## src/rtl/uart_tx_fifo_cfg_if.sv

```systemverilog
`default_nettype none
// ----------------------------------------------------------------------------
// uart_tx_fifo_cfg_if - valid/ready word channel into the UART transmit FIFO.
// Rev 1.0
// ----------------------------------------------------------------------------
interface uart_tx_fifo_cfg_if #(
  parameter int DATA_W = 8
);
  logic              tx_valid;
  logic [DATA_W-1:0] tx_data;
  logic              tx_ready;

  modport master (output tx_valid, output tx_data, input tx_ready);
  modport slave  (input tx_valid, input tx_data, output tx_ready);
endinterface
`default_nettype wire

```

## src/rtl/uart_tx_fifo_cfg.sv

```systemverilog
`default_nettype none
// ----------------------------------------------------------------------------
// uart_tx_fifo_cfg - UART transmitter with configurable width/parity/stop bits
// fed from a transmit FIFO; frames stream back-to-back.   Rev 1.0
// ----------------------------------------------------------------------------
module uart_tx_fifo_cfg #(
  parameter int CLK_FREQ   = 50_000_000,
  parameter int BAUD       = 115200,
  parameter int DATA_W     = 8,
  parameter int PARITY     = 0,
  parameter int STOP_BITS  = 1,
  parameter int FIFO_DEPTH = 16
) (
  input  logic                        clk,
  input  logic                        rst_n,
  uart_tx_fifo_cfg_if.slave           s_if,
  output logic                        tx_busy_o,
  output logic                        tx_done_o,
  output logic [$clog2(FIFO_DEPTH):0] fifo_count_o,
  output logic                        uart_tx_d_o
);

  localparam int BAUD_DIV = CLK_FREQ / BAUD;
  localparam int AW       = $clog2(FIFO_DEPTH);
  localparam int CW       = AW + 1;
  localparam int BCW      = $clog2(BAUD_DIV);

  generate
    if (DATA_W < 5 || DATA_W > 8 || PARITY < 0 || PARITY > 2 ||
        STOP_BITS < 1 || STOP_BITS > 2 || FIFO_DEPTH < 2 ||
        (FIFO_DEPTH & (FIFO_DEPTH - 1)) != 0 || BAUD_DIV < 4) begin : g_bad_params
      $error("uart_tx_fifo_cfg: illegal parameter combination");
    end
  endgenerate

  typedef enum logic [2:0] {
    S_IDLE  = 3'd0,
    S_START = 3'd1,
    S_DATA  = 3'd2,
    S_PAR   = 3'd3,
    S_STOP  = 3'd4
  } state_t;

  logic [DATA_W-1:0] mem_q [FIFO_DEPTH];
  logic [AW-1:0]     wr_ptr_q, rd_ptr_q;
  logic [CW-1:0]     count_q,  count_d;
  logic              rdy_en_q;

  state_t            state_q,  state_d;
  logic [DATA_W-1:0] shift_q,  shift_d;
  logic              par_q,    par_d;
  logic [BCW-1:0]    baud_q,   baud_d;
  logic [2:0]        bit_q,    bit_d;
  logic              line_q,   line_d;
  logic              done_q,   done_d;
  logic              busy_q,   busy_d;

  logic              push, pop, load, baud_last;
  logic [DATA_W-1:0] head;

  // Readiness comes only from registered state; a same-edge pop cannot admit a word.
  assign s_if.tx_ready = rdy_en_q && (count_q != CW'(FIFO_DEPTH));
  assign push          = s_if.tx_valid && s_if.tx_ready;
  assign head          = mem_q[rd_ptr_q];
  assign baud_last     = (baud_q == BCW'(BAUD_DIV - 1));

  always_comb begin
    state_d = state_q;
    shift_d = shift_q;
    par_d   = par_q;
    baud_d  = baud_last ? '0 : baud_q + 1'b1;
    bit_d   = bit_q;
    done_d  = 1'b0;
    load    = 1'b0;
    unique case (state_q)
      S_IDLE: begin
        baud_d = '0;
        load   = (count_q != '0);
      end
      S_START: if (baud_last) begin
        state_d = S_DATA;
        bit_d   = '0;
      end
      S_DATA: if (baud_last) begin
        shift_d = shift_q >> 1;
        if (bit_q == 3'(DATA_W - 1)) begin
          bit_d   = '0;
          state_d = (PARITY != 0) ? S_PAR : S_STOP;
        end else begin
          bit_d = bit_q + 1'b1;
        end
      end
      S_PAR: if (baud_last) begin
        state_d = S_STOP;
        bit_d   = '0;
      end
      S_STOP: if (baud_last) begin
        if (bit_q == 3'(STOP_BITS - 1)) begin
          done_d  = 1'b1;
          bit_d   = '0;
          state_d = S_IDLE;
          load    = (count_q != '0);
        end else begin
          bit_d = bit_q + 1'b1;
        end
      end
      default: state_d = S_IDLE;
    endcase
    // Loading from IDLE or from the final stop tick gives the zero-gap restart.
    if (load) begin
      state_d = S_START;
      shift_d = head;
      par_d   = (PARITY == 2) ? ^head : ~^head;
    end
    pop = load;

    count_d = count_q;
    if (push && !pop)      count_d = count_q + 1'b1;
    else if (!push && pop) count_d = count_q - 1'b1;

    unique case (state_q)
      S_START: line_d = 1'b0;
      S_DATA:  line_d = shift_q[0];
      S_PAR:   line_d = par_q;
      default: line_d = 1'b1;
    endcase
    busy_d = (state_q != S_IDLE) || (count_q != '0);
  end

  always_ff @(posedge clk) begin
    if (push) mem_q[wr_ptr_q] <= s_if.tx_data;
  end

  always_ff @(posedge clk) begin
    if (!rst_n) begin
      wr_ptr_q <= '0;
      rd_ptr_q <= '0;
      count_q  <= '0;
      rdy_en_q <= 1'b0;
      state_q  <= S_IDLE;
      shift_q  <= '0;
      par_q    <= 1'b0;
      baud_q   <= '0;
      bit_q    <= '0;
      line_q   <= 1'b1;
      done_q   <= 1'b0;
      busy_q   <= 1'b0;
    end else begin
      if (push) wr_ptr_q <= wr_ptr_q + 1'b1;
      if (pop)  rd_ptr_q <= rd_ptr_q + 1'b1;
      count_q  <= count_d;
      rdy_en_q <= 1'b1;
      state_q  <= state_d;
      shift_q  <= shift_d;
      par_q    <= par_d;
      baud_q   <= baud_d;
      bit_q    <= bit_d;
      line_q   <= line_d;
      done_q   <= done_d;
      busy_q   <= busy_d;
    end
  end

  assign tx_busy_o    = busy_q;
  assign tx_done_o    = done_q;
  assign fifo_count_o = count_q;
  assign uart_tx_d_o  = line_q;

endmodule
`default_nettype wire

```

## src/flat_wrapper.sv

```systemverilog
// flat-port wrapper written by rule: the top's interface ports become plain ports
module uart_tx_fifo_cfg_flat 
#(
  parameter int CLK_FREQ   = 50_000_000,
  parameter int BAUD       = 115200,
  parameter int DATA_W     = 8,
  parameter int PARITY     = 0,
  parameter int STOP_BITS  = 1,
  parameter int FIFO_DEPTH = 16
)
  (clk, rst_n, tx_busy_o, tx_done_o, fifo_count_o, uart_tx_d_o, s_if_tx_valid, s_if_tx_data, s_if_tx_ready);
  uart_tx_fifo_cfg_if #(.DATA_W(DATA_W)) s_if_i ();
  input  logic clk;
  input  logic rst_n;
  output logic tx_busy_o;
  output logic tx_done_o;
  output logic [$clog2(FIFO_DEPTH):0] fifo_count_o;
  output logic uart_tx_d_o;
  input wire logic [$bits(s_if_i.tx_valid)-1:0] s_if_tx_valid;
  input wire logic [$bits(s_if_i.tx_data)-1:0] s_if_tx_data;
  output wire logic [$bits(s_if_i.tx_ready)-1:0] s_if_tx_ready;
  assign s_if_i.tx_valid = s_if_tx_valid;
  assign s_if_i.tx_data = s_if_tx_data;
  assign s_if_tx_ready = s_if_i.tx_ready;
  uart_tx_fifo_cfg #(.CLK_FREQ(CLK_FREQ), .BAUD(BAUD), .DATA_W(DATA_W), .PARITY(PARITY), .STOP_BITS(STOP_BITS), .FIFO_DEPTH(FIFO_DEPTH)) u_core (.clk(clk), .rst_n(rst_n), .s_if(s_if_i), .tx_busy_o(tx_busy_o), .tx_done_o(tx_done_o), .fifo_count_o(fifo_count_o), .uart_tx_d_o(uart_tx_d_o));
endmodule
```

## config.mk

```make
export PLATFORM = sky130hd
export DESIGN_NAME = uart_tx_fifo_cfg_flat
export DESIGN_NICKNAME = d
export VERILOG_FILES = /design/src/rtl/uart_tx_fifo_cfg_if.sv /design/src/rtl/uart_tx_fifo_cfg.sv /design/src/flat_wrapper.sv
export SDC_FILE = /design/constraint.sdc
export NUM_CORES = 1
export LEC_CHECK = 0
export BUFFER_PORTS_ARGS = -buffer_cell sky130_fd_sc_hd__clkbuf_2
export CAP_MARGIN = 10
export CORE_MARGIN = 5
export CORE_UTILIZATION = 61
export CTS_BUF_LIST = sky130_fd_sc_hd__clkbuf_8
export CTS_CLUSTER_DIAMETER = 40
export DETAILED_ROUTE_END_ITERATION = 10
export PLACE_DENSITY = 0.87
export SETUP_SLACK_MARGIN = 0.5
export SLEW_MARGIN = 20
export SYNTH_ARGS = -nofsm -noshare
export SYNTH_HDL_FRONTEND = slang
export SYNTH_SLANG_ARGS = --single-unit
```

## constraint.sdc

```tcl
create_clock -name clk -period 4.45 [get_ports clk]
set_input_delay 0.445 -clock clk [delete_from_list [all_inputs] [get_ports clk]]
set_output_delay 0.445 -clock clk [all_outputs]
set_load 0.1 [all_outputs]
```

---- After elaboration in Yosys (flattened, before gate mapping) ----
Memories as Yosys holds them, arrays and structs flattened. A register that Yosys moved wholly into a read port is not among the register bits.
Cells that the tools add are included.
Widths: inputs -> output; s select.
word-level totals
  output and inout bits ................... 9
  memories ................................ 1
  bits in read-only memories .............. 0
  word-level logic and storage cells ...... 96
  input bits .............................. 11
  bits in latches ......................... 0
  flip-flop bits (word level) ............. 41
  RAM bits ................................ 128
operators by class
  reductions and logical operators ........ 24
  multiply operators ...................... 0
  divide/modulo/power cells ............... 0
  shift operators ......................... 0
  add/subtract/negate cells ............... 6
  equal/unequal tests ..................... 21
  mux-type cells .......................... 29
  $lt $le $gt $ge ......................... 0
  bitwise gates (word level) .............. 2
memories
  name          depth  bits a word  read ports  clocked after Yosys merged registers in  write ports  RTL line                RTL
  u_core.mem_q  16     8            1           1                                        1            uart_tx_fifo_cfg.sv:44  logic [DATA_W-1:0] mem_q [FIFO_DEPTH];
operators with widths
  kind                 count
  $mux 3               11
  $mux 8               3
  $ne 3x1->1 const B   6
  $ne 2x1->1 const B   8
  $pmux 3 s5           1
  $reduce_and 7->1     2
  $mux 5               2
  $add 9x1->9 const B  1
  $eq 9x9->1 const B   1
  $pmux 3 s3           1
  $add 4x1->4 const B  2
  $mux 4               2
  $reduce_xnor 8->1    1
  $mux 1               7
  $eq 3x2->1 const B   2
  $eq 3x3->1 const B   2
  $logic_not 3->1      2
  $reduce_bool 2->1    3
  $reduce_bool 3->1    2
  $add 5x1->5 const B  1
  $ne 5x5->1 const B   1
  $reduce_bool 5->1    1
  $sub 5x1->5 const B  1
  $logic_and 1x1->1    4
  12 further kinds     15

---- Longest topological paths before layout ----
Gate-level depths: netlist (run 1).
  depth after elaboration ................. 7
  gate-level depth with buffers ........... 17
  gate-level depth less buffers ........... 16

---- Least setup slack after synthesis (run 1) ----
OpenSTA, ideal clock, no wires.
  path type ............................... flip-flop to flip-flop
  from .................................... register u_core.count_q[0] (netlist: u_core.fifo_count_o[0])
  to ...................................... register u_core.count_q[4] (netlist: u_core.fifo_count_o[4])
  path slack .............................. 0.572 ns
  clock period less this slack ............ 3.878 ns
  cell stages (with the launch flop) ...... 13
  path buffers ............................ 0
  required time ........................... 4.380 ns
  data arrival time ....................... 3.807 ns
  library setup time ...................... 0.070 ns
  cell sequence ........................... dfxtp_1 > or4_1 > o21a_1 > nand2_1 > clkinv_1 > ha_1 > inv_1 > ha_1 > a21o_1 > a21oi_1 > xnor2_1 > or3_1 > a21oi_1
between the ends
  elaborated cells between the ends (all ways) .. 16
  those cells by class .................... 2 x add/sub; 1 x eq/ne; 5 x mux; 8 x reduce/logical
RTL lines
  item                         RTL line                 RTL
  from (decl)                  uart_tx_fifo_cfg.sv:46   logic [CW-1:0] count_q, count_d;
  from (signal assigned)       uart_tx_fifo_cfg.sv:151  count_q <= count_d;
  $ne 5x5->1 (*)               uart_tx_fifo_cfg.sv:62   assign s_if.tx_ready = rdy_en_q && (count_q != CW'(FIFO_DEPTH));
  $logic_and 1x1->1 (*)        uart_tx_fifo_cfg.sv:62
  net s_if_tx_ready            flat_wrapper.sv:21       output wire logic [$bits(s_if_i.tx_ready)-1:0] s_if_tx_ready;
  $logic_and 1x1->1 (*)        uart_tx_fifo_cfg.sv:63   assign push = s_if.tx_valid && s_if.tx_ready;
  net u_core.push              uart_tx_fifo_cfg.sv:58   logic push, pop, load, baud_last;
  $logic_not 1->1              uart_tx_fifo_cfg.sv:119  else if (!push && pop) count_d = count_q - 1'b1;
  $logic_and 1x1->1            uart_tx_fifo_cfg.sv:119
  $reduce_bool 2->1 (no line)  --
Mark *: on every way through the listed nets, which the timed path passes. The rest lies on a longest branch. The select of a mux whose other input is x is not followed.
A chain may end at the register's enable or synchronous reset.

---- Final worst setup path (run 1) ----
  from .................................... register u_core.baud_q[0]
  to ...................................... register u_core.count_q[4] (netlist: u_core.fifo_count_o[4])
between the ends
  word-level cells in the longest chain between the ends .. 6
  elaborated cells between the ends (all ways) .. 8
  those cells by class .................... 1 x eq/ne; 3 x mux; 4 x reduce/logical
RTL lines
  item                                                RTL line                 RTL
  from (decl)                                         uart_tx_fifo_cfg.sv:52   logic [BCW-1:0] baud_q, baud_d;
  from (signal assigned)                              uart_tx_fifo_cfg.sv:156  baud_q <= baud_d;
  $eq 9x9->1 (*)                                      uart_tx_fifo_cfg.sv:65   assign baud_last = (baud_q == BCW'(BAUD_DIV - 1));
  $mux 1 (*)                                          uart_tx_fifo_cfg.sv:97   S_STOP: if (baud_last) begin
  $pmux 1 s2 (*)                                      uart_tx_fifo_cfg.sv:75   unique case (state_q)
  $logic_not 1->1                                     uart_tx_fifo_cfg.sv:118  if (push && !pop) count_d = count_q + 1'b1;
  $logic_and 1x1->1                                   uart_tx_fifo_cfg.sv:118
  $mux 5 / $reduce_bool 2->1 (equally long branches)  --
Every way passes the cells marked *; elsewhere a longest branch is shown, timed or not.

==> results of run 1 <==
[per-layer routing]
metal | vias to the layer above | global-route usage (%) | routed length [µm]
li1 | 1770 | - | -
met1 | 1905 | 24.60 | 5226
met2 | 137 | 32.73 | 6939
met3 | 19 | 5.014 | 771
met4 | 0 | 6.095 | 199
met5 | - | 0 | 0
[cell families after synthesis]
logic type               share of synthesized area, %
AO/OA/AOI/OAI                                   5.237
AND/OR/NAND/NOR                                 8.733
adder cells (fa/ha/maj)                         2.888
flip-flops                                      65.97
multiplexers                                    11.52
buffers and inverters                           2.853
XOR/XNOR                                        2.801
[layout make-up]
cell class,instances,share of cell area [%]
Sequential cell,173,61.71
Multi-Input combinational cell,253,29.15
Clock buffer,17,3.042
Tap cell,143,2.326
Clock inverter,13,1.757
Timing Repair Buffer,20,1.334
Inverter,14,0.6831
[cells in the mapped netlist (all sizes together) (2+ instances only)]
cell type and number:
a211oi 8, a21oi 15, a22oi 17, and2 17, and3 2, buf 9
clkbuf 9, dfxtp 45, edfxtp 128, ha 15, inv 13, mux2i 7
mux4 32, nand2 24, nand2b 4, nand3 9, nand3b 2, nand4 2
nor2 41, nor2b 4, nor3 5, o21a 3, o21ai 7, or3 5
or4 2, xnor2 15, xor2 8
[sequential cells by signal, summed over array words and instances (netlist names), 3 cells and up, named ones only]
register	flops
u_core.bit_q	3
u_core.shift_q	8
u_core.baud_q	9
u_core.mem_q	128
u_core.rd_ptr_q	4
u_core.fifo_count_o	5
u_core.state_q	3
u_core.wr_ptr_q	4
[critical path: stages, from the launching register on]
cell and delay, ns:
dfxtp_1 0.40, ha_1 0.22, nand4b_4 0.14, nor4_4 0.27
nand2_1 0.18, a2111oi_4 0.51, inv_2 0.25, ha_1 0.29
inv_1 0.14, ha_1 0.26, a21o_1 0.19, a21oi_1 0.18
xnor2_1 0.09, or3_1 0.30, a21oi_1 0.14
[power groups by stage]
| stage | Sequential (mW) | Clock (mW) | Combinational, mW |
|---|---|---|---|
| 2_1_floorplan | 2.04 | 0 | 0.786 |
| 3_3_place_gp | 1.98 | 0 | 0.959 |
| 3_5_place_dp | 1.98 | 0 | 0.989 |
| 4_1_cts | 1.95 | 1.05 | 1.00 |
| 5_1_grt | 1.96 | 1.13 | 1.07 |
| 6_report | 1.94 | 1.04 | 0.997 |
[path summary, 6_finish.rpt]
check,cells after the start,slack [ns],end
setup / recovery,14,0.82,u_core.fifo_count_o[4]
hold / removal,1,0.16,u_core.rdy_en_q
setup reg to reg,14,0.82,u_core.fifo_count_o[4]
hold reg to reg,1,0.49,u_core.baud_q[0]
[metrics by stage]
stage / hold slack (ns) / instance area, µm² / setup slack, ns / power [mW] / instances
6_report: 0.1628 / 7692 / 0.8192 / 3.979 / 633
5_1_grt: 0.1307 / 7692 / 0.5407 / 4.161 / 633
4_1_cts: 0.1307 / 7692 / 0.8117 / 3.999 / 633
3_5_place_dp: 0.4734 / 7323 / 0.8337 / 2.970 / 603
3_3_place_gp: 0.4616 / 7323 / 0.9816 / 2.935 / 603
2_1_floorplan: 0.4445 / 7192 / 0.5721 / 2.825 / 460
==> flow_summary.ini, run 1 <==
[clocking]
clockRootBuffer = clkbuf_8
post_cts_buffers = 0
cts_tree = yes
cts_buffers = 17
clkSlewWorstSetupHoldPaths_ns = 0.07
cts.sinks = 173
cts_resized = 0
insertion_delay_ns = 0.45
postCtsHoldBufs = 0
htree_levels = 4
cts_max_path_buffers = 2

[layout]
fin_util_pct = 67.08
seqCellArea_um2 = 4747
drive_above_1_share_pct = 15.10
mostFrequentLayoutCell = edfxtp_1
area_growth_pct = 6.959
antennaDiodeCount = 0
final_cell_mix = edfxtp_1, dfxtp_1, nor2_1
multi_input_area_um2 = 2242
final.fill_count = 745
nets = 506

[critical_path]
setup.worst_path.start = u_core.baud_q[0]
arrival_ns = 3.99
cp-start-kind = flip-flop
crit_type = reg -> reg
r2r_start = u_core.baud_q[0]
critPathRequiredTime_ns = 4.81
worstSetupEndpointType = flip-flop
crit_path_max_fanout = 22

[grt]
grt_pass1_vias = 3797
antenna_found_initial = 0
grt_start_max_net_pins = 34
grt_pass1_wl_mm = 20.66
overflow = 0
grtUsageTotal_pct = 19.34

[synthesis]
synth-async-reset-ratio_pct = 0
synth_cell_types = 47
synth_seq_cells = 173
synthTopCellsByArea = edfxtp_1, dfxtp_1, mux4_2
synth_top_area_share_pct = 53.44
ys_seq_area_share_pct = 65.97
yosys_warnings = 0
synthFlopType = edfxtp_1
syn_nets = 487
synth_cells = 460
synth-edff-count = 128
synth.avg_cell_area_um2 = 15.63
synth_largest_area_cell = edfxtp_1
netlist_area_um2 = 7192

[power]
pwr-share-clk_pct = 26.1
leakage_nw = 2.586
p_per_area_nw_per_um2 = 517.2
switching_power_mw = 1.217
p_seq_share_pct = 48.8
p_comb_share_pct = 25.1
switching_share_pct = 30.60
p_int_mw = 2.761
peakVddDrop_mv = 0.3051

[timing]
worst_slew_pin_slew_ns = 0.9634
drv_slew = 0
clock.fmax_ghz = 0.2754
period_needed_ns = 3.631
rsz0062_at_grt = no
post-route-period-util_pct = 81.59
fin_skew_ns = 0.01231
slew_headroom_pct = 35.71
setup_tns_ns = 0
hold_viol_final = 0
setup_viol = 0

[drt]
route.detailed.drc = 0
via_count = 3831
antenna_left = 0
vias_per_cell = 6.052
firstDrtPassIters = 5
wl_per_cell_um = 20.75
drtIter0Drc = 445
finalWirelength_mm = 13.14

[floorplanning]
initial_core_util_pct = 62.72
core_area_um2 = 11470
die_w_um = 118.6
fp.dieH_um = 118.6
boundaryPins = 20
core.rowCount = 39
die-area_um2 = 14060

[place]
port_buffers = 19
dp_hpwl_mm = 8.656
routabilityCongestion = 0.8520

[run_status]
status = finished, final reports clean

[min_path]
hold_path.class = in -> reg
hold_path_startpoint = rst_n

[flow_run]
max_cap_viol_count = 0
(Power assumes the default switching activity.)
==> run 2, diff against run 1 <==
--- a/config.mk
+++ b/config.mk
@@ -5,10 +5,11 @@
 export SDC_FILE = /design/constraint.sdc
 export NUM_CORES = 1
 export LEC_CHECK = 0
+export ABC_AREA = 1
 export BUFFER_PORTS_ARGS = -buffer_cell sky130_fd_sc_hd__clkbuf_2
 export CAP_MARGIN = 10
 export CORE_MARGIN = 5
-export CORE_UTILIZATION = 61
+export CORE_UTILIZATION = 58
 export CTS_BUF_LIST = sky130_fd_sc_hd__clkbuf_8
 export CTS_CLUSTER_DIAMETER = 40
 export DETAILED_ROUTE_END_ITERATION = 10
==> constraint.sdc (replaced) <==
create_clock -name clk -period 3.15 [get_ports clk]
set_input_delay 0.315 -clock clk [delete_from_list [all_inputs] [get_ports clk]]
set_output_delay 0.315 -clock clk [all_outputs]
set_load 0.1 [all_outputs]
==> run 2 against run 1 <==
Net effect: global-route usage increased by 1.9 points; worst setup slack worse by 0.14 ns; final area is 9.5% higher; power up 72%; sequential share of layout area shrank 5.1 points; register-to-register slack got worse by 0.14 ns; hold slack improved by 0.0024 ns; non-clock buffer count up 13; die area up 11%; largest power group unchanged; utilization is 3.0 points lower.
==> flow_summary.ini, run 2 <==
[run_status]
status = finished, final reports clean

[synthesis]
synth_seq_cells = 173
yosys_warnings = 0
synth-edff-count = 128
yosys.area_share.adder_pct = 2.701
yosys.area_share.simple_pct = 22.89
synth.most_common_cell = nand2_1
synth_cells = 820
synth-async-reset-ratio_pct = 0
synthTopCellsByArea = edfxtp_1, nand2_1, dfxtp_1
synth_largest_area_cell = edfxtp_1
synth_top_family_by_area = simple AND/OR/NAND/NOR gates
netlist_top_cells_count = nand2_1, edfxtp_1, inv_1
synth_top_area_share_pct = 49.98
synth.avg_cell_area_um2 = 9.378
synth_compound_area_share_pct = 4.686
synth_xor_area_share_pct = 0.4556
syn_nets = 847
ys_seq_area_share_pct = 61.70
netlist_area_um2 = 7690
synth_mux_area_share_pct = 0
synth_cell_types = 29
synthFlopType = edfxtp_1

[floorplanning]
core.rowCount = 42
fp.dieH_um = 125.1
core_area_um2 = 13140
boundaryPins = 20
die-area_um2 = 15660
die_w_um = 125.1
initial_core_util_pct = 58.53

[critical_path]
cp-start-kind = flip-flop
r2r_start = u_core.baud_q[1]
critPathBufInv = 2
crit_type = reg -> reg
crit_path_cell_trace = inv_1 > ha_1 > nand4_1 > nor4_4 > nand2_2 > a21oi_4 > inv_4 > ha_4 > fa_2 > nor2_1 > a211oi_2 > nand2_1 > nand2_1 > nor2_1 > o21ai_1 > a21oi_1
critPathRequiredTime_ns = 3.54
cp_top_family = simple AND/OR/NAND/NOR gates
setup.worst_path.start = u_core.baud_q[1]
worstSetupEndpointType = flip-flop
arrival_ns = 2.86
cp_slowest_cell = fa_2
rrSetupSlack_ns = 0.68
crit_path_max_incr_delay_ns = 0.35
crit_path_max_fanout = 4

[power]
p_per_area_nw_per_um2 = 813.3
switching_share_pct = 39.34
switching_power_mw = 2.696
p_comb_share_pct = 37.5
p_total_mw = 6.852
p_int_mw = 4.156
pwr-share-clk_pct = 23.1
peakVddDrop_mv = 0.4450
p_seq_share_pct = 39.4
leakage_nw = 3.504

[place]
dp_slack_ns = 0.3641
dp_cells = 993
routabilityCongestion = 0.8567
dpl_cell_area_um2 = 7925
dp_hpwl_mm = 10.03
port_buffers = 19

[timing]
setup_viol = 0
hold_viol_final = 0
post-route-period-util_pct = 78.55
slew_headroom_pct = 40.12
clock.fmax_ghz = 0.4041
worst_slew_pin_slew_ns = 0.8950
fin_skew_ns = 0.007900
finalWorstSetupSlack_ns = 0.6756
setup_tns_ns = 0
rsz0062_at_grt = no
drv_slew = 0
period_needed_ns = 2.474

[layout]
antennaDiodeCount = 0
top_register = u_core.mem_q
stdcell_count = 1033
final.fill_count = 981
mostFrequentLayoutCell = nand2_1
design_area_um2 = 8424
area_growth_pct = 9.551
final_cell_mix = nand2_1, edfxtp_1, inv_1
drive_above_1_share_pct = 11.67
nets = 871
top_regs = u_core.mem_q (128), u_core.baud_q (9), u_core.shift_q (8)
largest_register_ffs = 128

[drt]
met2WireLength_mm = 8.424
maxUsedRoutingLayer = met4
wl_met3_mm = 1.240
finalWirelength_mm = 16.46
via_count = 5687
vias_per_cell = 5.505
drtIter0Drc = 550
firstDrtPassIters = 5
antenna_left = 0
wl_met1_mm = 6.247
wl_per_cell_um = 15.93
route.detailed.drc = 0

[clocking]
cts.sinks = 173
insertion_delay_ns = 0.46
clockRootBuffer = clkbuf_8
cts_tree = yes
postCtsHoldBufs = 0
cts_buffers = 17
clkSlewWorstSetupHoldPaths_ns = 0.09
htree_levels = 4
cts_max_path_buffers = 2

[grt]
overflow = 0
grt_pass1_vias = 5496
grt_pass1_wl_mm = 26.45
grt_start_max_net_pins = 66
grtUsageTotal_pct = 21.26
antenna_found_initial = 0

[flow_run]
max_cap_viol_count = 0

[min_path]
hold_path.class = in -> reg
hold_path_startpoint = s_if_tx_valid
[run 2: changes by cell type in the layout (fill, tap and decap cells not counted), moves of 10 or more]
cell,delta
a21oi_1,+13
a22oi_1,-17
and2_1,-17
buf_4,+13
inv_1,+73
inv_2,+13
mux4_1,-10
mux4_2,-22
nand2_1,+248
nand3_1,+72
nor2_1,+16
o21ai_0,+21
xnor2_1,-12
[run 2: per-stage QoR]
step | hold WS [ns] | util, %
floorplan | 0.3427 | -
global placement | 0.4376 | 60.32
detailed placement | 0.4445 | 60.32
CTS | 0.1509 | 63.91
global route | 0.1597 | 64.12
finish | 0.1653 | 64.12
[run 2: metal layers]
| layer | vias up | track usage, % |
|---|---|---|
| met5 | - | 0 |
| met4 | 0 | 10.40 |
| met3 | 52 | 4.307 |
| met2 | 259 | 37.39 |
| met1 | 2657 | 24.88 |
| li1 | 2719 | - |
[run 2: cell type report]
| type | count | area (µm²) | share of cell area [%] |
|---|---|---|---|
| sequential | 173 | 4767 | 56.59 |
| multi-input combinational | 514 | 2429 | 28.83 |
| inverter | 105 | 404.1 | 4.797 |
| clock buffer | 17 | 234.0 | 2.777 |
| tap | 176 | 220.2 | 2.614 |
| timing repair buffer | 33 | 200.2 | 2.376 |
| clock inverter | 15 | 170.2 | 2.020 |
[run 2: power by group through the flow]
stage	registers (mW)	logic, mW	clock network, mW
6_report	2.70	2.57	1.58
5_1_grt	2.72	2.86	1.69
4_1_cts	2.69	2.52	1.59
3_5_place_dp	2.75	2.40	0
3_3_place_gp	2.74	2.32	0
2_1_floorplan	2.98	1.74	0
[run 2: path summary, 6_finish.rpt]
kind / end / cells past startpoint
setup / recovery: u_core.fifo_count_o[4] / 16
hold reg to reg: u_core.fifo_count_o[4] / 1
hold / removal: u_core.wr_ptr_q[1] / 3
setup reg to reg: u_core.fifo_count_o[4] / 16
[run 2: timing repair]
item,in CTS,in global routing
setup buffers,7,1
endpoints found under the hold margin,0,0
pin swaps,8,5
resized for setup,7,3
endpoints found under the setup margin,2,2
[run 2: kinds of logic (layout without fill, tap and decap cells)]
group,Yosys count,in the layout
AOI/OAI and AO/OA,67,67
xor gates and xnor gates,4,4
adders and majority gates,16,16
buffers and inverters,133,170
DFF,173,173
and+or+nand+nor,427,427
[run 2: worst reg2reg max path, stage by stage (launching register included)]
cell      delay (ns)
dfxtp_2         0.33
inv_1           0.05
ha_1            0.14
nand4_1         0.12
nor4_4          0.21
nand2_2         0.14
a21oi_4         0.19
inv_4           0.06
ha_4            0.18
fa_2            0.35
nor2_1          0.13
a211oi_2        0.06
nand2_1         0.06
nand2_1         0.04
nor2_1          0.14
o21ai_1         0.08
a21oi_1         0.12
